## src/rtl/key_conditioner_if.sv

```systemverilog
// Push-button bundle between the board I/O side and the key conditioner.
// The master drives enable/raw keys; the slave returns level and pulse vectors.
interface key_conditioner_if #(
    parameter int unsigned N_KEYS = 5
);
    logic              enable;
    logic [N_KEYS-1:0] key_raw;
    logic [N_KEYS-1:0] key_level;
    logic [N_KEYS-1:0] key_pulse;
    logic [N_KEYS-1:0] key_release;

    modport master (
        output enable,
        output key_raw,
        input  key_level,
        input  key_pulse,
        input  key_release
    );

    modport slave (
        input  enable,
        input  key_raw,
        output key_level,
        output key_pulse,
        output key_release
    );
endinterface

```

## src/rtl/key_conditioner.sv

```systemverilog
// Per-key synchroniser, debouncer and hold-to-repeat pulse generator.
// Every channel is independent; all outputs come straight from flops.
module key_conditioner #(
    parameter int unsigned       N_KEYS          = 5,
    parameter int unsigned       DEBOUNCE_CYCLES = 16,
    parameter int unsigned       REPEAT_DELAY    = 32,
    parameter int unsigned       REPEAT_PERIOD   = 8,
    parameter logic [N_KEYS-1:0] REPEAT_MASK     = N_KEYS'(5'b00011)
) (
    input logic              clk,
    input logic              rst_n,
    key_conditioner_if.slave bus
);

    localparam int unsigned MAX_AB     = (DEBOUNCE_CYCLES > REPEAT_DELAY) ? DEBOUNCE_CYCLES : REPEAT_DELAY;
    localparam int unsigned MAX_CYCLES = (MAX_AB > REPEAT_PERIOD) ? MAX_AB : REPEAT_PERIOD;
    localparam int unsigned CW         = (MAX_CYCLES > 1) ? $clog2(MAX_CYCLES) : 1;

    localparam logic [CW-1:0] DEB_LAST    = CW'(DEBOUNCE_CYCLES - 1);
    localparam logic [CW-1:0] DELAY_LAST  = CW'(REPEAT_DELAY - 1);
    localparam logic [CW-1:0] PERIOD_LAST = CW'(REPEAT_PERIOD - 1);

    localparam logic [1:0] ST_IDLE   = 2'd0;
    localparam logic [1:0] ST_DELAY  = 2'd1;
    localparam logic [1:0] ST_REPEAT = 2'd2;

    for (genvar i = 0; i < N_KEYS; i++) begin : g_key
        logic          sync_a;
        logic          sync_b;
        logic          level;
        logic          pulse;
        logic          rel;
        logic [CW-1:0] deb_cnt;
        logic [CW-1:0] rep_cnt;
        logic [1:0]    state;
        logic          deb_done;
        logic          rise;
        logic          fall;

        assign deb_done = (sync_b != level) && (deb_cnt == DEB_LAST);
        assign rise     = deb_done && sync_b;
        assign fall     = deb_done && !sync_b;

        always_ff @(posedge clk or negedge rst_n) begin
            if (!rst_n) begin
                sync_a <= 1'b0;
                sync_b <= 1'b0;
            end else begin
                sync_a <= bus.key_raw[i];
                sync_b <= sync_a;
            end
        end

        // Debounce keeps running regardless of enable so the level stays truthful.
        always_ff @(posedge clk or negedge rst_n) begin
            if (!rst_n) begin
                level   <= 1'b0;
                deb_cnt <= '0;
            end else if (sync_b == level) begin
                deb_cnt <= '0;
            end else if (deb_done) begin
                level   <= sync_b;
                deb_cnt <= '0;
            end else if (deb_cnt != '1) begin
                deb_cnt <= deb_cnt + 1'b1;
            end
        end

        // An accepted fall outranks a repeat landing on the same edge.
        always_ff @(posedge clk or negedge rst_n) begin
            if (!rst_n) begin
                state   <= ST_IDLE;
                rep_cnt <= '0;
                pulse   <= 1'b0;
                rel     <= 1'b0;
            end else if (!bus.enable) begin
                state   <= ST_IDLE;
                rep_cnt <= '0;
                pulse   <= 1'b0;
                rel     <= 1'b0;
            end else begin
                pulse <= 1'b0;
                rel   <= 1'b0;
                if (fall) begin
                    rel     <= 1'b1;
                    state   <= ST_IDLE;
                    rep_cnt <= '0;
                end else begin
                    case (state)
                        ST_IDLE: begin
                            rep_cnt <= '0;
                            if (rise) begin
                                pulse <= 1'b1;
                                if (REPEAT_MASK[i]) state <= ST_DELAY;
                            end
                        end
                        ST_DELAY: begin
                            if (rep_cnt == DELAY_LAST) begin
                                pulse   <= 1'b1;
                                rep_cnt <= '0;
                                state   <= ST_REPEAT;
                            end else if (rep_cnt != '1) begin
                                rep_cnt <= rep_cnt + 1'b1;
                            end
                        end
                        ST_REPEAT: begin
                            if (rep_cnt == PERIOD_LAST) begin
                                pulse   <= 1'b1;
                                rep_cnt <= '0;
                            end else if (rep_cnt != '1) begin
                                rep_cnt <= rep_cnt + 1'b1;
                            end
                        end
                        default: begin
                            state   <= ST_IDLE;
                            rep_cnt <= '0;
                        end
                    endcase
                end
            end
        end

        assign bus.key_level[i]   = level;
        assign bus.key_pulse[i]   = pulse;
        assign bus.key_release[i] = rel;
    end

endmodule

```

## src/flat_wrapper.sv

```systemverilog
// flat-port wrapper written by rule: the top's interface ports become plain ports
module key_conditioner_flat 
#(
    parameter int unsigned       N_KEYS          = 5,
    parameter int unsigned       DEBOUNCE_CYCLES = 16,
    parameter int unsigned       REPEAT_DELAY    = 32,
    parameter int unsigned       REPEAT_PERIOD   = 8,
    parameter logic [N_KEYS-1:0] REPEAT_MASK     = N_KEYS'(5'b00011)
)
  (clk, rst_n, bus_enable, bus_key_raw, bus_key_level, bus_key_pulse, bus_key_release);
  key_conditioner_if #(.N_KEYS(N_KEYS)) bus_i ();
  input logic clk;
  input logic rst_n;
  input wire logic [$bits(bus_i.enable)-1:0] bus_enable;
  input wire logic [$bits(bus_i.key_raw)-1:0] bus_key_raw;
  output wire logic [$bits(bus_i.key_level)-1:0] bus_key_level;
  output wire logic [$bits(bus_i.key_pulse)-1:0] bus_key_pulse;
  output wire logic [$bits(bus_i.key_release)-1:0] bus_key_release;
  assign bus_i.enable = bus_enable;
  assign bus_i.key_raw = bus_key_raw;
  assign bus_key_level = bus_i.key_level;
  assign bus_key_pulse = bus_i.key_pulse;
  assign bus_key_release = bus_i.key_release;
  key_conditioner #(.N_KEYS(N_KEYS), .DEBOUNCE_CYCLES(DEBOUNCE_CYCLES), .REPEAT_DELAY(REPEAT_DELAY), .REPEAT_PERIOD(REPEAT_PERIOD), .REPEAT_MASK(REPEAT_MASK)) u_core (.clk(clk), .rst_n(rst_n), .bus(bus_i));
endmodule
```

## config.mk

```make
export PLATFORM = sky130hd
export DESIGN_NAME = key_conditioner_flat
export DESIGN_NICKNAME = d
export VERILOG_FILES = /design/src/rtl/key_conditioner_if.sv /design/src/rtl/key_conditioner.sv /design/src/flat_wrapper.sv
export SDC_FILE = /design/constraint.sdc
export NUM_CORES = 1
export LEC_CHECK = 0
export CAP_MARGIN = 20
export CORE_AREA = 4 4 95 97
export DETAILED_ROUTE_END_ITERATION = 8
export DIE_AREA = 0 0 99 101
export PLACE_DENSITY = 0.55
export SYNTH_ARGS = -nofsm -noshare
export SYNTH_HDL_FRONTEND = slang
export SYNTH_SLANG_ARGS = --single-unit
```

## constraint.sdc

```tcl
create_clock -name clk -period 1.89 [get_ports clk]
set_clock_uncertainty 0.1 [all_clocks]
set_input_delay 0.2835 -clock clk [delete_from_list [all_inputs] [get_ports clk]]
set_output_delay 0.2835 -clock clk [all_outputs]
set_load 0.02 [all_outputs]
```

==> impl_metrics.csv, run 1 <==
group,metric,value,unit
outcome,status,"finished, final reports clean",
setup_path,arrival,1.96,ns
timing,hold_viol_final,0,
global_route,track_usage,12.74,%
synthesis,syn_inst,296,
synthesis,ys_seq_elements,64,
clock_tree,clockBufferDepth,2,
clock_tree,cts_buffers,9,
timing,worst_pin_slew,0.5798,ns
power_and_ir_drop,finalPower,2.867,mW
global_route,antenna_found_initial,0,
global_route,grt_first_pass_wirelength,10040,microns
power_and_ir_drop,pwr_density_cell,754.1,mW/mm^2
setup_path,reg2reg_depth,7,
clock_tree,clock_latency,0.34,ns
clock_tree,cts-root-buf,"clkbuf_8",
timing,finalCritPeriodShare,97.23,%
timing,finalSetupViolCount,0,
synthesis,ys_types,46,
timing,post-route-min-period,1.838,ns
synthesis,synth-main-ff-cell,"dfrtp_1",
global_route,grt_max_degree,32,
final_layout,fin_area,0.003802,sq mm
die,coreArea,0.008134,sq mm
clock_tree,htree_levels,3,
setup_path,crit_slowest_cell,"dfrtp_1",
die,die_h,101,microns
final_layout,n_fill_cell,752,
power_and_ir_drop,irDropWorstVdd,0.0004419,V
routing,drt_iter0_drc,67,
synthesis,synthesis.nets,331,
setup_path,critPathMaxFanout,7,
synthesis,synth_top_area_share,49.10,%
die,floorplan.initialDensity,40.10,%
die,fp-row-count,33,
final_layout,synthToLayoutAreaGrowth,16.57,%
clock_tree,cts.sinks,64,
final_layout,final_layout_size_suffix_gt1_share,15.38,%
synthesis,synth-edff-count,0,
placement,port_buffers,22,
placement,dpl_cell_area,0.003543,sq mm
timing,fmax,544.2,MHz
min_path,whs_path_depth,0,
die,num_io_pins,23,
timing,fin_hold_ws,0.2498,ns
clock_tree,cts_tree,"done",
routing,route.detailed.drc,0,
die,die-area,0.009999,sq mm
synthesis,yosysWarnings,0,
clock_tree,cts.clk_slew.worst_paths,0.07,ns
placement,place_congestion,0.7720,
flow_run,drv_cap,0,
global_route,overflow,0,
setup_path,crit_type,"flop to flop",
setup_path,crit_path_end_kind,"flop",
routing,viasPerCell,5.074,
die,die_w,99,microns
synthesis,synth-async-reset-ratio,100.0,%
min_path,hp-class,"flop to flop",
synthesis,yosysTopAreaCell,"dfrtp_1",
final_layout,diodes,0,
setup_path,cp_cell_sequence,"ha_2 > nand3_1 > inv_1 > ha_4 > and2b_2 > o311ai_2 > nand2_1",
final_layout,final_net_count,355,
timing,maxSlewViolCount,0,
timing,tns,0,ns
synthesis,synthTopCellsByArea,"dfrtp_1 49%, ha_1 10%, buf_4 3.5%",
setup_path,required,2.02,ns
synthesis,synth_area,0.003262,sq mm
timing,maxSlewHeadroom,61.07,%
routing,via_count,2182,
timing,rsz0062_at_grt,"yes",
setup_path,start_kind,"flop",
power_and_ir_drop,leakage,1.649,nW
synthesis,synth-seq-area-share,49.10,%
synthesis,avgSynthCellArea,11.02,sq um
global_route,first_global_vias,2126,
routing,routed_wl,5833,microns
placement,hpwl,4023,microns
routing,wire_per_inst,13.57,microns
setup_path,cpPeakStageDelay,0.39,ns
routing,antenna_left,0,
routing,drtPass1Iterations,4,
-- what timing repair did --
| item | in CTS | in global routing |
|---|---|---|
| setup endpoints to repair | 2 | 6 |
| hold endpoints to repair | 16 | 0 |
| pin swaps | 0 | 0 |
| buffers inserted | 0 | 2 |
| resized for setup | 1 | 6 |
| hold buffers | 1 | 0 |
-- cells by family after synthesis --
logic type,Yosys count,synth area share (%)
simple gates,102,16.92
flops,64,49.10
compound gates,54,12.20
buf+inv,28,4.948
fa+ha+maj,27,10.36
xor+xnor,11,3.184
mux,10,3.299
-- worst max-delay path, delay by kind of cell, from the launching register on --
family          cells  cell delay, ns
fa+ha+maj           2            0.40
simple gates        3            0.45
compound gates      1            0.25
buf+inv             1            0.12
flops               1            0.39
-- layout by cell type, fill, tap and decap left out, types with 5 or more instances in the layout --
cell type and n:
clkbuf_8 10, nand3_1 10, nand2_1 22, clkdlybuf4s50_1 21, nor2b_1 7, a211oi_1 6
nand4_1 5, ha_1 24, xnor2_1 7, inv_1 12, nor2_1 27, nor3_1 7
dfrtp_1 64, a21oi_1 19, mux2_2 5
-- worst paths after layout --
path / endpoint / slack, ns / from
worst max-delay path: u_core.g_key[1].state[1]$_DFFE_PN0P_ / 0.05 / u_core.g_key[1].rep_cnt[0]$_DFF_PN0_
worst min-delay path: u_core.g_key[1].sync_b$_DFF_PN0_ / 0.25 / u_core.g_key[1].sync_a$_DFF_PN0_
worst max register to register: u_core.g_key[1].state[1]$_DFFE_PN0P_ / 0.05 / u_core.g_key[1].rep_cnt[0]$_DFF_PN0_
worst min register to register: u_core.g_key[1].sync_b$_DFF_PN0_ / 0.25 / u_core.g_key[1].sync_a$_DFF_PN0_
max in group asynchronous: u_core.g_key[1].deb_cnt[4]$_DFFE_PN0P_ / 0.84 / rst_n
min in group asynchronous: u_core.g_key[0].rep_cnt[2]$_DFF_PN0_ / 0.33 / rst_n
-- synthesized netlist by cell type, types with 3 or more instances --
library cell	n
a211oi_1	6
a21oi_1	20
a2bb2oi_1	4
and3_1	3
and4b_1	4
buf_4	15
dfrtp_1	64
ha_1	27
inv_1	12
mux2_2	5
mux2i_1	4
nand2_1	22
nand3_1	10
nand4_1	5
nand4b_1	3
nor2_1	27
nor2b_1	7
nor3_1	7
nor3b_1	4
o21ai_0	3
xnor2_1	7
xor2_1	3
-- registers in the layout (all words and copies together) (netlist names) --
| name | count |
|---|---|
| u_core.g_key.sync_a | 5 |
| u_core.g_key.sync_b | 5 |
| u_core.g_key.rel | 5 |
| u_core.g_key.deb_cnt | 25 |
| u_core.g_key.rep_cnt | 10 |
| u_core.g_key.pulse | 5 |
| u_core.g_key.state | 4 |
| u_core.g_key.level | 5 |
-- where the power goes --
group	leakage, nW	switching (mW)	internal (mW)
registers	0.858	0.0432	1.41
clock network	0.0993	0.546	0.643
logic	0.691	0.129	0.0947
-- cell type report --
type                            count  area, sq um  area share, %
Tap cell                          105        131.4          3.455
Sequential cell                    64         1602          42.12
Clock buffer                       11        141.4          3.718
Multi-Input combinational cell    204         1535          40.38
Inverter                           13        48.80          1.283
Clock inverter                      5        56.30          1.481
Timing Repair Buffer               28        287.8          7.568
-- metrics by stage --
stage	instances	utilization [%]	setup WS, ns
3_3_place_gp	411	43.56	0.07533
3_5_place_dp	411	43.56	-0.01948
2_1_floorplan	296	-	0.1643
6_report	430	46.75	0.05237
5_1_grt	430	46.75	-0.06737
4_1_cts	428	46.15	0.01997
-- routing by layer --
metal | share of wire, % | GRT usage (%) | vias up | wire (microns)
met5 | 0 | 0 | - | 0
met4 | 2.3 | 7.248 | 0 | 134
met3 | 3.2 | 2.630 | 10 | 184
met2 | 42 | 17.72 | 33 | 2438
met1 | 53 | 18.29 | 1053 | 3075
li1 | - | - | 1086 | -
Note: power is estimated with default switching activity, not from simulation.
==> inputs of run 2 (changes only) <==
CTS_CLUSTER_DIAMETER = 200   (was default)
GPL_TIMING_DRIVEN = 0   (was default)
==> run 2 against run 1 <==
Against the previous run: setup slack better by 0.0097 ns; sequential power hardly changed; count of clock-buffer cells in the layout unchanged.
==> impl_metrics.csv, run 2 (synthesis results as in run 1) <==
group,metric,value,unit
power_and_ir_drop,pwr_density_cell,750.7,mW/mm^2
timing,finalCritPeriodShare,96.72,%
clock_tree,cts_tree,"done",
routing,via_count,2177,
timing,post-route-min-period,1.828,ns
placement,dpl_cell_area,0.003611,sq mm
power_and_ir_drop,p_int,2.240,mW
placement,dp.cells,423,
timing,setup_slack,0.06205,ns
die,coreArea,0.008134,sq mm
power_and_ir_drop,leakage,1.764,nW
final_layout,mostFrequentLayoutCell,"dfrtp_1",
final_layout,reg_top3,"u_core.g_key.deb_cnt (25), u_core.g_key.rep_cnt (10)",
clock_tree,cts-root-buf,"clkbuf_8",
global_route,overflow,0,
final_layout,largest_reg_flops,25,
setup_path,cp_cell_sequence,"buf_4 > clkdlybuf4s50_1",
placement,place_congestion,0.8007,
routing,route.detailed.drc,0,
final_layout,final_layout_size_suffix_gt1_share,18.58,%
global_route,use_met3,3.045,%
routing,routed_wl,5460,microns
global_route,track_usage,12.24,%
routing,wire_per_inst,12.30,microns
clock_tree,htree_levels,3,
die,floorplan.initialDensity,40.10,%
setup_path,crit_type,"flop to output pin",
global_route,grt_util_met2,18.23,%
final_layout,fin_area,0.003905,sq mm
global_route,grtUsageMet1,16.53,%
routing,antenna_left,0,
die,num_io_pins,23,
power_and_ir_drop,clkPwrFrac,43.2,%
global_route,grt_max_degree,65,
placement,port_buffers,22,
routing,drt_iter0_drc,81,
flow_run,drv_cap,0,
timing,maxSlewViolCount,0,
die,fp-row-count,33,
routing,viasPerCell,4.903,
final_layout,final_net_count,369,
placement,hpwl,3699,microns
min_path,hp-class,"flop to flop",
clock_tree,clockBufferDepth,2,
power_and_ir_drop,power_switching,0.6909,mW
setup_path,crit_slowest_cell,"clkdlybuf4s50_1",
setup_path,arrival,1.44,ns
power_and_ir_drop,power_frac_seq,49.6,%
final_layout,regMostFlops,"u_core.g_key.deb_cnt",
timing,finalSetupViolCount,0,
global_route,busiest_layer,"met2",
clock_tree,clock_latency,0.34,ns
placement,pre_cts_slack,-0.02619,ns
setup_path,required,1.51,ns
global_route,grt_first_pass_wirelength,9777,microns
setup_path,cpPeakStageDelay,0.59,ns
clock_tree,cts.sinks,64,
outcome,status,"finished, final reports clean",
timing,worst_pin_slew,0.7866,ns
clock_tree,cts.clk_slew.worst_paths,0.07,ns
setup_path,critPathMaxFanout,5,
die,die-area,0.009999,sq mm
power_and_ir_drop,irDropWorstVdd,0.0003047,V
final_layout,synthToLayoutAreaGrowth,19.72,%
final_layout,final_core_util,48.01,%
setup_path,start_kind,"flop",
global_route,antenna_found_initial,0,
timing,maxSlewHeadroom,47.56,%
timing,hold_viol_final,0,
die,die_w,99,microns
timing,tns,0,ns
die,die_h,101,microns
power_and_ir_drop,swShare,23.57,%
power_and_ir_drop,combPwrFrac,7.1,%
final_layout,layout_common_cells,"63 x dfrtp_1, 27 x nor2_1, 25 x ha_1",
clock_tree,cts_buffers,9,
timing,fmax,547.1,MHz
setup_path,crit_path_end_kind,"output pin",
final_layout,finalNonFillerCells,444,
final_layout,diodes,0,
global_route,first_global_vias,2172,
routing,drtPass1Iterations,5,
run 2: area by class of cell:
type                       instances  area [sq um]
buffer                            15         112.6
clock buffer                      11         131.4
clock inverter                     5         81.33
fill                             720          4229
inverter                          13         48.80
multi-input combinational        204          1535
sequential                        64          1603
tap                              105         131.4
timing repair buffer              27         261.5
run 2: per-layer routing:
metal,routed length (microns),vias up
met5,0,-
met4,99,0
met3,231,8
met2,2335,33
met1,2794,1015
li1,-,1121
run 2: power groups by stage:
stage / combinational, mW / sequential [mW] / clock, mW
floorplan: 0.138 / 1.47 / 0
CTS: 0.212 / 1.45 / 1.32
detailed placement: 0.210 / 1.48 / 0
global route: 0.245 / 1.46 / 1.37
finish: 0.209 / 1.45 / 1.27
global placement: 0.208 / 1.48 / 0
run 2: what timing repair did:
action                                 in CTS  in global routing
gates resized for setup                     3                  8
endpoints found under the hold margin      64                  0
buffers inserted                            0                  4
setup endpoints to repair                   4                  9
pin swaps                                   0                  1
hold buffers                                1                  0
run 2: worst paths after layout:
| check | from | endpoint | slack (ns) | cells past startpoint |
|---|---|---|---|---|
| min in group asynchronous | rst_n | u_core.g_key[0].rep_cnt[2]$_DFF_PN0_ | 0.47 | 2 |
| max reg2reg | u_core.g_key[0].rep_cnt[0]$_DFF_PN0_ | u_core.g_key[0].rep_cnt[3]$_DFF_PN0_ | 0.07 | 7 |
| max in group asynchronous | rst_n | u_core.g_key[2].level$_DFFE_PN0P_ | 0.67 | 2 |
| min | u_core.g_key[2].sync_a$_DFF_PN0_ | u_core.g_key[2].sync_b$_DFF_PN0_ | 0.25 | 0 |
| max | u_core.g_key[2].level$_DFFE_PN0P_ | bus_key_level[2] | 0.06 | 2 |
| min reg2reg | u_core.g_key[2].sync_a$_DFF_PN0_ | u_core.g_key[2].sync_b$_DFF_PN0_ | 0.25 | 0 |
run 2: stage by stage:
stage	power [mW]	hold slack (ns)
3_5_place_dp	1.690	0.2347
5_1_grt	3.077	0.2564
3_3_place_gp	1.687	0.2332
6_report	2.931	0.2490
2_1_floorplan	1.608	-0.1121
4_1_cts	2.981	0.2502
run 2: critical path: cells and delay by family, from the launching register on:
family	cells	cell delay, ns
buf+inv	2	0.70
flops	1	0.40
==> inputs of run 3 (changes only) <==
CORE_AREA = 2 2 93 95   (was 4 4 95 97)
DIE_AREA = 0 0 95 97   (was 0 0 99 101)
==> run 3 against run 2 <==
Against the previous run: cell count grew 0.23%; combinational power grew 4%; critical endpoint is now bus_key_level[1]; sequential cell count is the same; largest cell class unchanged.
==> impl_metrics.csv, run 3 (synthesis results as in run 1) <==
group,metric,value,unit
flow_run,drv_cap,0,
clock_tree,cts.sinks,64,
clock_tree,cts-root-buf,"clkbuf_8",
routing,antenna_left,0,
timing,setup_slack,0.09094,ns
final_layout,layout_common_cells,"64 x dfrtp_1, 27 x nor2_1, 24 x ha_1",
global_route,antenna_found_initial,0,
power_and_ir_drop,power_frac_seq,48.8,%
final_layout,final_core_util,48.44,%
die,die-area,0.009215,sq mm
final_layout,n_fill_cell,721,
die,fp-row-count,33,
routing,route.detailed.drc,0,
final_layout,reg_top3,"u_core.g_key.deb_cnt (25), u_core.g_key.rep_cnt (10)",
global_route,grt_first_pass_wirelength,9321,microns
global_route,track_usage,12.88,%
final_layout,synthToLayoutAreaGrowth,20.79,%
final_layout,final_net_count,370,
placement,dpl_cell_area,0.003611,sq mm
routing,drt_iter0_drc,111,
setup_path,reg2reg_to,"u_core.g_key[1].state[1]$_DFFE_PN0P_",
timing,worst_pin_slew,0.8023,ns
power_and_ir_drop,swShare,23.72,%
timing,finalSetupViolCount,0,
die,coreArea,0.008134,sq mm
clock_tree,htree_levels,3,
power_and_ir_drop,p_int,2.272,mW
timing,fin_hold_ws,0.2515,ns
clock_tree,cts_buffers,9,
setup_path,cp_cell_sequence,"buf_4 > clkdlybuf4s50_1",
setup_path,r2r-start,"u_core.g_key[1].rep_cnt[0]$_DFF_PN0_",
final_layout,fin_area,0.003940,sq mm
setup_path,crit_path_end_kind,"output pin",
power_and_ir_drop,power_switching,0.7064,mW
timing,finalCritPeriodShare,95.19,%
timing,post-route-min-period,1.799,ns
placement,dp.cells,423,
timing,hold_viol_final,0,
power_and_ir_drop,clkPwrFrac,43.9,%
power_and_ir_drop,leakage,1.793,nW
timing,maxSlewViolCount,0,
min_path,min_from,"u_core.g_key[0].sync_a$_DFF_PN0_",
setup_path,rrSetupSlack,0.10,ns
global_route,grt_max_degree,65,
timing,fmax,555.8,MHz
setup_path,reg2reg_depth,7,
global_route,overflow,0,
setup_path,crit_type,"flop to output pin",
setup_path,start_kind,"flop",
final_layout,largest_reg_flops,25,
placement,place_congestion,0.7782,
final_layout,multiInputGateArea,0.001553,sq mm
timing,tns,0,ns
routing,via_count,2207,
final_layout,regMostFlops,"u_core.g_key.deb_cnt",
routing,routed_wl,5498,microns
setup_path,critPathMaxFanout,2,
setup_path,path_buf_inv,2,
placement,hpwl,3675,microns
final_layout,regArea,0.001602,sq mm
final_layout,finalNonFillerCells,445,
setup_path,crit_slowest_cell,"clkdlybuf4s50_1",
final_layout,final_layout_size_suffix_gt1_share,19.71,%
placement,pre_cts_slack,-0.02769,ns
power_and_ir_drop,finalPower,2.978,mW
routing,drtPass1Iterations,4,
min_path,min_to,"u_core.g_key[0].sync_b$_DFF_PN0_",
setup_path,cpPeakStageDelay,0.58,ns
die,die_h,97,microns
min_path,whs_path_depth,0,
power_and_ir_drop,irDropWorstVdd,0.0003968,V
setup_path,path_delay_family,"buffers and inverters",
final_layout,mostFrequentLayoutCell,"dfrtp_1",
die,die_w,95,microns
outcome,status,"finished, final reports clean",
die,num_io_pins,23,
global_route,first_global_vias,2061,
die,floorplan.initialDensity,40.10,%
clock_tree,cts_tree,"done",
placement,port_buffers,22,
clock_tree,clockBufferDepth,2,
timing,maxSlewHeadroom,46.51,%
final_layout,diodes,0,
power_and_ir_drop,combPwrFrac,7.3,%
setup_path,arrival,1.42,ns
routing,wire_per_inst,12.36,microns
clock_tree,cts.clk_slew.worst_paths,0.08,ns
routing,viasPerCell,4.960,
setup_path,required,1.51,ns
min_path,hp-class,"flop to flop",
power_and_ir_drop,pwr_density_cell,755.9,mW/mm^2
clock_tree,clock_latency,0.35,ns
run 3: worst register-to-register path, stage by stage, from the launching register on:
cell and delay [ns]:
dfrtp_1 0.41, ha_4 0.17, nand3_1 0.13, inv_2 0.10
ha_4 0.16, and2b_2 0.26, o311ai_2 0.26, nand2_1 0.08
run 3: power groups by stage:
stage               registers (mW)  clock network, mW  logic, mW
finish                        1.45               1.31      0.217
global route                  1.46               1.42      0.253
CTS                           1.45               1.35      0.214
detailed placement            1.48                  0      0.211
global placement              1.48                  0      0.211
floorplan                     1.47                  0      0.138
run 3: how the worst max path moves through the flow:
stage / endpoint / from / cells after the start / slack [ns]
final: bus_key_level[1] / u_core.g_key[1].level$_DFFE_PN0P_ / 2 / 0.09
after global routing: u_core.g_key[1].state[1]$_DFFE_PN0P_ / u_core.g_key[1].rep_cnt[1]$_DFF_PN0_ / 7 / -0.02
after CTS: u_core.g_key[1].state[1]$_DFFE_PN0P_ / u_core.g_key[1].rep_cnt[1]$_DFF_PN0_ / 7 / 0.00008
after detailed placement: u_core.g_key[1].state[1]$_DFFE_PN0P_ / u_core.g_key[1].rep_cnt[1]$_DFF_PN0_ / 7 / -0.03
after global placement: u_core.g_key[3].deb_cnt[1]$_DFFE_PN0P_ / rst_n / 1 / -1.84
after floorplan: u_core.g_key[1].state[0]$_DFFE_PN0P_ / u_core.g_key[1].rep_cnt[0]$_DFF_PN0_ / 7 / 0.16
run 3: timing repair:
action | in CTS | in global routing
buffers inserted | 2 | 3
endpoints found under the hold margin | 64 | 0
resized for setup | 1 | 12
setup endpoints to repair | 4 | 10
pin swaps | 0 | 1
hold buffers | 1 | 0
run 3: area by class of cell:
cell class	instances	area share (%)
Timing Repair Buffer	28	6.923
Inverter	13	1.238
Clock buffer	10	3.493
Tap cell	105	3.334
Sequential cell	64	40.65
Clock inverter	6	2.096
Multi-Input combinational cell	204	39.41
Buffer	15	2.858
run 3: metal layers:
metal | track usage, % | wire (microns) | vias up
met4 | 7.023 | 121 | 0
met3 | 3.271 | 191 | 12
li1 | - | - | 1119
met1 | 18.73 | 2859 | 1044
met5 | 0 | 0 | -
met2 | 17.35 | 2326 | 32
